===== src/rtl/cordic_linear_multiplier.sv =====
// Linear-rotation CORDIC multiplier: product = Input_a * Input_b using shift-add micro-rotations.
// Optional clamp-on-overflow with an Ovf_mult flag when CORDIC_MULT_SATURATION_EN is defined.
module cordic_linear_multiplier #(
    parameter int INT_LENGTH        = 17,
    parameter int FRAC_LENGTH       = 12,
    parameter int NUM_OF_ITERATIONS = 12,
    parameter int SCALE             = 5,
    localparam int WORD_LENGTH      = INT_LENGTH + FRAC_LENGTH
) (
    input  logic                          CLK,
    input  logic                          RST,
    input  logic                          Enable_mult,
    input  logic signed [WORD_LENGTH-1:0] Input_a,
    input  logic signed [WORD_LENGTH-1:0] Input_b,
    output logic signed [WORD_LENGTH-1:0] product,
    output logic                          Valid_mult,
`ifdef CORDIC_MULT_SATURATION_EN
    output logic                          Busy_mult,
    output logic                          Ovf_mult
`else
    output logic                          Busy_mult
`endif
);

    localparam int YW = WORD_LENGTH + SCALE + 1;
    localparam int CW = $clog2(NUM_OF_ITERATIONS + 1);

    localparam logic signed [WORD_LENGTH-1:0] ONE_S =
        {{(WORD_LENGTH-1){1'b0}}, 1'b1} << FRAC_LENGTH;
    localparam logic signed [WORD_LENGTH-1:0] NEG_ONE_S = -ONE_S;
    localparam logic [CW-1:0] ITER_INC  = {{(CW-1){1'b0}}, 1'b1};
    localparam logic [CW-1:0] ITER_LAST = CW'(NUM_OF_ITERATIONS - 1);

    typedef enum logic [1:0] {
        ST_IDLE = 2'd0,
        ST_ITER = 2'd1,
        ST_DONE = 2'd2
    } state_t;

    state_t                        state_r;
    logic [CW-1:0]                 iter_r;
    logic signed [WORD_LENGTH-1:0] x_r;
    logic signed [YW-1:0]          y_r;
    logic signed [WORD_LENGTH-1:0] z_r;
    logic                          scale_flag_r;

    logic                          b_big_s;
    logic signed [WORD_LENGTH-1:0] z_init_s;
    logic signed [WORD_LENGTH-1:0] x_shift_s;
    logic signed [YW-1:0]          x_ext_s;
    logic signed [WORD_LENGTH-1:0] one_shift_s;
    logic signed [YW-1:0]          y_next_s;
    logic signed [WORD_LENGTH-1:0] z_next_s;
    logic signed [WORD_LENGTH-1:0] prod_next_s;
    logic                          ovf_next_s;

`ifdef CORDIC_MULT_SATURATION_EN
    localparam int SW = YW + SCALE;
    localparam logic signed [SW-1:0] MAX_S =
        SW'({1'b0, {(WORD_LENGTH-1){1'b1}}});
    localparam logic signed [SW-1:0] MIN_S = -MAX_S - {{(SW-1){1'b0}}, 1'b1};

    // Clamp a wide value into the signed word range; top bit reports clamping.
    function automatic logic [WORD_LENGTH:0] sat_fn(input logic signed [SW-1:0] v);
        logic [WORD_LENGTH:0] res;
        if (v > MAX_S) begin
            res = {1'b1, 1'b0, {(WORD_LENGTH-1){1'b1}}};
        end else if (v < MIN_S) begin
            res = {1'b1, 1'b1, {(WORD_LENGTH-1){1'b0}}};
        end else begin
            res = {1'b0, v[WORD_LENGTH-1:0]};
        end
        return res;
    endfunction

    logic signed [SW-1:0] y_scaled_s;

    // Undo the operand pre-scale at full width and saturate into the output word.
    always_comb begin
        y_scaled_s = {{SCALE{y_r[YW-1]}}, y_r};
        if (scale_flag_r) begin
            y_scaled_s = y_scaled_s <<< SCALE;
        end else begin
            y_scaled_s = {{SCALE{y_r[YW-1]}}, y_r};
        end
        {ovf_next_s, prod_next_s} = sat_fn(y_scaled_s);
    end
`else
    // Undo the operand pre-scale keeping only the low word (wrap on overflow).
    always_comb begin
        ovf_next_s = 1'b0;
        if (scale_flag_r) begin
            prod_next_s = {y_r[WORD_LENGTH-SCALE-1:0], {SCALE{1'b0}}};
        end else begin
            prod_next_s = y_r[WORD_LENGTH-1:0];
        end
    end
`endif

    // Operand capture: large multipliers are pre-scaled into the CORDIC convergence range.
    always_comb begin
        b_big_s = (Input_b >= ONE_S) || (Input_b < NEG_ONE_S);
        if (b_big_s) begin
            z_init_s = Input_b >>> SCALE;
        end else begin
            z_init_s = Input_b;
        end
    end

    // One linear micro-rotation; an exactly zero residual freezes Y and Z.
    always_comb begin
        x_shift_s   = x_r >>> iter_r;
        x_ext_s     = {{(SCALE+1){x_shift_s[WORD_LENGTH-1]}}, x_shift_s};
        one_shift_s = ONE_S >> iter_r;
        y_next_s    = y_r;
        z_next_s    = z_r;
        if (z_r == {WORD_LENGTH{1'b0}}) begin
            y_next_s = y_r;
            z_next_s = z_r;
        end else if (!z_r[WORD_LENGTH-1]) begin
            y_next_s = y_r + x_ext_s;
            z_next_s = z_r - one_shift_s;
        end else begin
            y_next_s = y_r - x_ext_s;
            z_next_s = z_r + one_shift_s;
        end
    end

    // Control FSM and datapath registers; a new Enable always restarts the operation.
    always_ff @(posedge CLK or negedge RST) begin
        if (!RST) begin
            state_r      <= ST_IDLE;
            iter_r       <= {CW{1'b0}};
            x_r          <= {WORD_LENGTH{1'b0}};
            y_r          <= {YW{1'b0}};
            z_r          <= {WORD_LENGTH{1'b0}};
            scale_flag_r <= 1'b0;
            product      <= {WORD_LENGTH{1'b0}};
            Valid_mult   <= 1'b0;
            Busy_mult    <= 1'b0;
`ifdef CORDIC_MULT_SATURATION_EN
            Ovf_mult     <= 1'b0;
`endif
        end else begin
            Valid_mult <= 1'b0;
`ifdef CORDIC_MULT_SATURATION_EN
            Ovf_mult   <= 1'b0;
`endif
            // The finished result is published even if a new operation starts this edge.
            if (state_r == ST_DONE) begin
                product    <= prod_next_s;
                Valid_mult <= 1'b1;
`ifdef CORDIC_MULT_SATURATION_EN
                Ovf_mult   <= ovf_next_s;
`endif
            end
            if (Enable_mult) begin
                state_r      <= ST_ITER;
                iter_r       <= {CW{1'b0}};
                x_r          <= Input_a;
                y_r          <= {YW{1'b0}};
                z_r          <= z_init_s;
                scale_flag_r <= b_big_s;
                Busy_mult    <= 1'b1;
            end else begin
                case (state_r)
                    ST_IDLE: begin
                        Busy_mult <= 1'b0;
                    end
                    ST_ITER: begin
                        y_r <= y_next_s;
                        z_r <= z_next_s;
                        if (iter_r == ITER_LAST) begin
                            state_r <= ST_DONE;
                        end else begin
                            iter_r <= iter_r + ITER_INC;
                        end
                    end
                    ST_DONE: begin
                        state_r   <= ST_IDLE;
                        Busy_mult <= 1'b0;
                    end
                    default: begin
                        state_r   <= ST_IDLE;
                        Busy_mult <= 1'b0;
                    end
                endcase
            end
        end
    end

    // The overflow indication is only routed out in the saturating build.
    logic unused_ovf_s;
    assign unused_ovf_s = ovf_next_s;

endmodule


===== config.mk =====
export PLATFORM = sky130hd
export DESIGN_NAME = cordic_linear_multiplier
export DESIGN_NICKNAME = d
export VERILOG_FILES = /design/src/rtl/cordic_linear_multiplier.sv
export SDC_FILE = /design/constraint.sdc
export NUM_CORES = 1
export LEC_CHECK = 0
export ABC_AREA = 1
export ABC_CLOCK_PERIOD_IN_PS = 5000
export CORE_ASPECT_RATIO = 2
export CORE_MARGIN = 1
export CORE_UTILIZATION = 30
export CTS_CLUSTER_DIAMETER = 150
export DETAILED_ROUTE_END_ITERATION = 10
export GPL_ROUTABILITY_DRIVEN = 0
export PLACE_DENSITY = 0.59
export SYNTH_ARGS = -nofsm -noshare
export SYNTH_HDL_FRONTEND = slang
export SYNTH_SLANG_ARGS = --single-unit

===== constraint.sdc =====
create_clock -name CLK -period 5 [get_ports CLK]
set_input_delay 1 -clock CLK [delete_from_list [all_inputs] [get_ports CLK]]
set_output_delay 1 -clock CLK [all_outputs]
set_load 0.02 [all_outputs]

Word-level counts from Yosys, hierarchy flattened
Index checks and enable logic that the tools add are counted.
{"block": "word_totals", "reg_bits": 131, "inputBits": 61, "output_inout_bits": 31, "elab_cells": 52}
{"block": "op_classes", "addsub": 5, "n_lt_le_gt_ge": 2, "n_eq_ne": 8, "shift": 2, "muxes": 19, "n_reduce_logical": 7}
{"cell": "$mux W29", "n": 5}
{"cell": "$mux W35", "n": 4}
{"cell": "$add A35 B29 Y35", "n": 1}
{"cell": "$sub A35 B29 Y35", "n": 1}
{"cell": "$add A29 B29 Y29", "n": 1}
{"cell": "$ge A29 B14 Y1 const B", "n": 1}
{"cell": "$logic_not A29 Y1", "n": 1}
{"cell": "$lt A29 B13 Y1 const B", "n": 1}
{"cell": "$shr A13 B4 Y29 const A", "n": 1}
{"cell": "$sshr A29 B4 Y29", "n": 1}
{"cell": "$sub A29 B29 Y29", "n": 1}
{"cell": "$mux W28", "n": 1}
{"cell": "$mux W4", "n": 3}
{"cell": "$ne A2 B2 Y1 const B", "n": 4}
{"cell": "$reduce_and A2 Y1", "n": 3}
{"cell": "$add A4 B1 Y4 const B", "n": 1}
{"cell": "$eq A4 B4 Y1 const B", "n": 1}
{"cell": "$mux W2", "n": 2}
{"cell": "$pmux W2 S2", "n": 1}
{"cell": "$mux W1", "n": 3}
{"cell": "$ne A3 B3 Y1 const B", "n": 1}
{"cell": "$eq A2 B1 Y1 const B", "n": 1}
{"cell": "$eq A2 B2 Y1 const B", "n": 1}
{"cell": "$logic_not A2 Y1", "n": 1}
{"cell": "2 further kinds", "n": 2}

Depth between registers and ports, before layout
{"block": "logic_depth", "ltp_word": 6, "ltp_mapped": 31, "ltp_nobuf": 30}

Least setup slack after synthesis
No wires, ideal clock.
{"block": "synth_timing", "kind": "reg2reg", "startpoint": "register iter_r[1]", "endpoint": "register z_r[21]", "setup_ps": 122, "arrival_ps": 3951, "required_ps": 4878, "path_slack_ps": 927, "stages_incl_launch_ff": 27, "n_path_buf": 1, "path_cell_list": "dfrtp_1 -> inv_2 -> buf_2 -> ha_1 -> inv_1 -> nor3_1 -> inv_1 -> ha_1 -> inv_1 -> nor3_1 -> nand3_1 -> nand3b_1 -> nor2_1 -> inv_1 -> nor3_2 -> ha_1 -> nand2_1 -> o21ai_0 -> ha_1 -> a21oi_1 -> o21ai_0 -> a21oi_1 -> nand3_1 -> a21o_1 -> or2_2 -> nand3_1 -> a21oi_1"}
{"block": "synth_between", "elab_chain_len": 6, "word_cells_on_any_way": 7, "cone_classes": "add/sub (2); shift (1); mux (4)"}
{"element": "from (decl)", "line": "41", "source": "logic [CW-1:0] iter_r;"}
{"element": "from (signal assigned)", "line": "133", "source": "iter_r <= {CW{1'b0}};"}
{"element": "from (signal assigned)", "line": "159", "source": "iter_r <= {CW{1'b0}};"}
{"element": "from (signal assigned)", "line": "176", "source": "iter_r <= iter_r + ITER_INC;"}
{"element": "$shr A13 B4 Y29 *", "line": "114", "source": "one_shift_s = ONE_S >> iter_r;"}
{"element": "$sub A29 B29 Y29 or $add A29 B29 Y29 (tied branches)", "line": "122, 125"}
{"element": "$mux W29 *", "line": "120", "source": "end else if (!z_r[WORD_LENGTH-1]) begin"}
{"element": "$mux W29 *", "line": "117", "source": "if (z_r == {WORD_LENGTH{1'b0}}) begin"}
{"element": "$mux W29 *", "line": "166", "source": "case (state_r)"}
{"element": "$mux W29 *", "line": "157", "source": "if (Enable_mult) begin"}
{"element": "to (signal assigned)", "line": "136", "source": "z_r <= {WORD_LENGTH{1'b0}};"}
{"element": "to (signal assigned)", "line": "162", "source": "z_r <= z_init_s;"}
{"element": "to (signal assigned)", "line": "172", "source": "z_r <= z_next_s;"}
{"element": "to (decl)", "line": "44", "source": "logic signed [WORD_LENGTH-1:0] z_r;"}
Mark *: on every way between the ends. The rest lies on a longest branch, timed or not. The select of a mux whose other input is x is not followed.
A chain may end at the register's enable or synchronous reset.

Worst setup path in the final report
Same ends and word-level chain as after synthesis.

==> impl_metrics.py <==
metrics = {
    "run_status": {
        "status": "finished, final reports clean",
    },
    "routing": {
        "wirelength_um": 36100,
        "drc": 0,
        "vias_per_cell": 5.20,
        "antenna_left": 0,
        "first_iter_violations": 657,
        "routed-via-count": 11600,
        "drtPass1Iterations": 7,
        "avgRoutedWirePerCell_um": 16.2,
    },
    "power_and_ir_drop": {
        "pwr-share-comb_pct": 56.4,
        "irDropWorstVdd_uv": 271,
        "p_clk_share_pct": 20.8,
        "switchingPower_w": 0.00317,
        "switching_share_pct": 48.9,
        "p_total_w": 0.00648,
        "power_frac_seq_pct": 22.8,
        "power_density_mw_per_mm2": 505,
        "internal_power_w": 0.00332,
        "p_leak_nw": 6.20,
    },
    "worst_setup_path": {
        "cp.arrival_ps": 4890,
        "cp.required_ps": 5340,
        "path_class": "reg2reg",
        "startpoint_type": "register",
        "crit_fanout": 7,
        "cp-end-kind": "register",
    },
    "clock_network": {
        "cts_setup_buffers": 0,
        "cts_hold_buffers": 0,
        "cts_num_sinks": 125,
        "cts_resized": 0,
        "cts_tree": "built",
        "max-clock-path-buffers": 2,
        "cts_buffers": 17,
        "path_clk_slew_ps": 70,
        "htree_levels": 4,
        "insertion_delay_ps": 460,
        "cts-root-buf": "clkbuf_16",
    },
    "synthesis": {
        "synthCells": 1692,
        "synth.yosys.warnings": 0,
        "ys_top_cells_by_count": "535 x nand2_1, 171 x nor2_1, 165 x nand3_1",
        "synth_area_per_cell_um2": 6.42,
        "synth_cell_type_count": 47,
        "post-synth-top-count-cell": "nand2_1",
        "synth-async-reset-ratio_pct": 100,
        "ys.flop_type": "dfrtp_1",
        "synth_seq_area_share_pct": 28.8,
        "synth.area.top_cells": "dfrtp_1 29%, nand2_1 18%, nand3_1 7.6%, ha_1 7.5%, nor2_1 5.9%",
        "synth-edff-count": 0,
        "syn-num-nets": 1820,
        "yosys.area.top_type": "dfrtp_1",
        "synth_area_mm2": 0.0109,
        "ys_ff_latch": 125,
        "synth_top_area_share_pct": 28.8,
    },
    "sta": {
        "finalCritPeriodShare_pct": 91.1,
        "drv_slew": 0,
        "hold_slack_ps": 474,
        "slew_headroom_pct": 28.5,
        "worstMarginPinSlew_ps": 1070,
        "hold_viol_final": 0,
        "final.setup.tns_ps": 0,
        "fmax_ghz": 0.220,
        "finClkSkew_ps": 11.3,
        "layout_min_cycle_time_ps": 4560,
        "layout_setup_ws_ps": 445,
        "setup_viol": 0,
        "rsz0062_at_grt": "no",
    },
    "floorplanning": {
        "initial_core_util_pct": 30.4,
        "io_pins": 92,
        "dieWidth_um": 137,
        "die_h_um": 271,
        "die-area_mm2": 0.0370,
        "core_area_mm2": 0.0357,
        "rows": 98,
    },
    "cells_and_area": {
        "synthToLayoutAreaGrowth_pct": 18.2,
        "nets": 1887,
        "antenna_cells": 0,
        "drive_gt1_share_pct": 5.19,
        "fillerInstances": 3851,
        "stdcell_area_mm2": 0.0128,
    },
    "placement": {
        "dp_hpwl_um": 28600,
        "port_buffers": 91,
        "pre_cts_ws_ps": 509,
        "dpl-instance-area_mm2": 0.0122,
    },
    "flow_run": {
        "drv_cap": 0,
    },
    "global_routing": {
        "grt_max_degree": 95,
        "grtUsageTotal_pct": 20.3,
        "gr-total-overflow": 0,
        "grt_pass1_vias": 11500,
        "grt_pass1_wl_um": 57700,
        "antenna_found_initial": 0,
    },
    "hold_path": {
        "hold_class": "reg2reg",
    },
}
## logic make-up (layout without fill, tap and decap cells)
| logic type | count (synthesis) | count (layout) | share of synthesized area (%) |
|---|---|---|---|
| simple gates | 940 | 940 | 35.9 |
| compound gates | 321 | 321 | 16.9 |
| buf+inv | 197 | 277 | 7.16 |
| flops | 125 | 125 | 28.8 |
| fa+ha+maj | 67 | 67 | 7.86 |
| xor+xnor | 42 | 42 | 3.39 |
## critical path: stages (launching register included)
cell      delay, ps
dfrtp_1         420
ha_1            240
ha_1            200
nand2_1         110
ha_1            180
inv_1            40
nor3_1          220
nand3_1         120
nand3b_1        200
nor2_1          110
inv_1            60
nor3_2          270
ha_1            300
nand2_1          60
o21ai_0         140
ha_1            400
a21oi_1         230
o21ai_0         160
a21oi_1         220
nand3_1         160
a21o_1          190
or2_2           270
nand3_1          70
a21oi_1          70
## cell usage in the layout (no fill, tap or decap), types with 11 or more instances in the layout
| cell | count |
|---|---|
| o21ai_0 | 95 |
| a21oi_1 | 117 |
| nand3_1 | 165 |
| dfrtp_1 | 125 |
| buf_4 | 19 |
| xor2_1 | 30 |
| xnor2_1 | 12 |
| clkdlybuf4s50_1 | 89 |
| o21bai_1 | 11 |
| a31oi_1 | 35 |
| nor2_1 | 169 |
| nand2_1 | 535 |
| nand4_1 | 13 |
| nor3_1 | 20 |
| clkbuf_16 | 17 |
| o211ai_1 | 16 |
| inv_2 | 12 |
| nor4_1 | 11 |
| inv_1 | 122 |
| ha_1 | 65 |
| or2_2 | 12 |
## path summary, 6_finish.rpt
check	to	cells after the start	slack, ps	startpoint
setup / recovery	z_r[21]	23	440	iter_r[1]
min in group asynchronous	x_r[20]	1	650	RST
hold / removal	Busy_mult	2	470	Busy_mult
hold reg to reg	Busy_mult	2	470	Busy_mult
max in group asynchronous	y_r[25]	2	3360	RST
setup reg to reg	z_r[21]	23	440	iter_r[1]
## final cells by class
cell class                 instances  area (µm²)  area share [%]
tap                              450         563            4.39
sequential                       125        3130            24.4
multi-input combinational       1370        6970            54.3
clock buffer                      17         425            3.31
inverter                         135         507            3.95
clock inverter                    15         200            1.56
timing repair buffer             110        1050            8.18
## metal layers
metal  GRT usage [%]  routed length [µm]  vias to the layer above
met5               0                   0                        -
met4            15.8                2770                        0
met3            3.28                1250                      150
met2            38.4               19400                      347
met1            18.6               12700                     5284
li1                -                   -                     5782
## through the flow
step | util [%] | cells
after global routing | 36.0 | 2222
after CTS | 36.0 | 2222
final | 36.0 | 2222
after global placement | 34.2 | 2190
after floorplan | - | 1692
after detailed placement | 34.2 | 2190
## power groups by stage
stage          clock (W)  combinational (W)  sequential [W]
2_1_floorplan          0            0.00270         0.00138
3_3_place_gp           0            0.00357         0.00149
3_5_place_dp           0            0.00362         0.00149
4_1_cts          0.00139            0.00363         0.00148
5_1_grt          0.00142            0.00410         0.00150
6_report         0.00135            0.00366         0.00148
## state kept, by name, summed over array words and instances, names as in the netlist
signal / cells
Busy_mult: 1
scale_flag_r: 1
state_r: 2
product: 29
y_r: 29
Valid_mult: 1
x_r: 29
z_r: 29
iter_r: 4
Note: power is estimated with default switching activity, not from simulation.
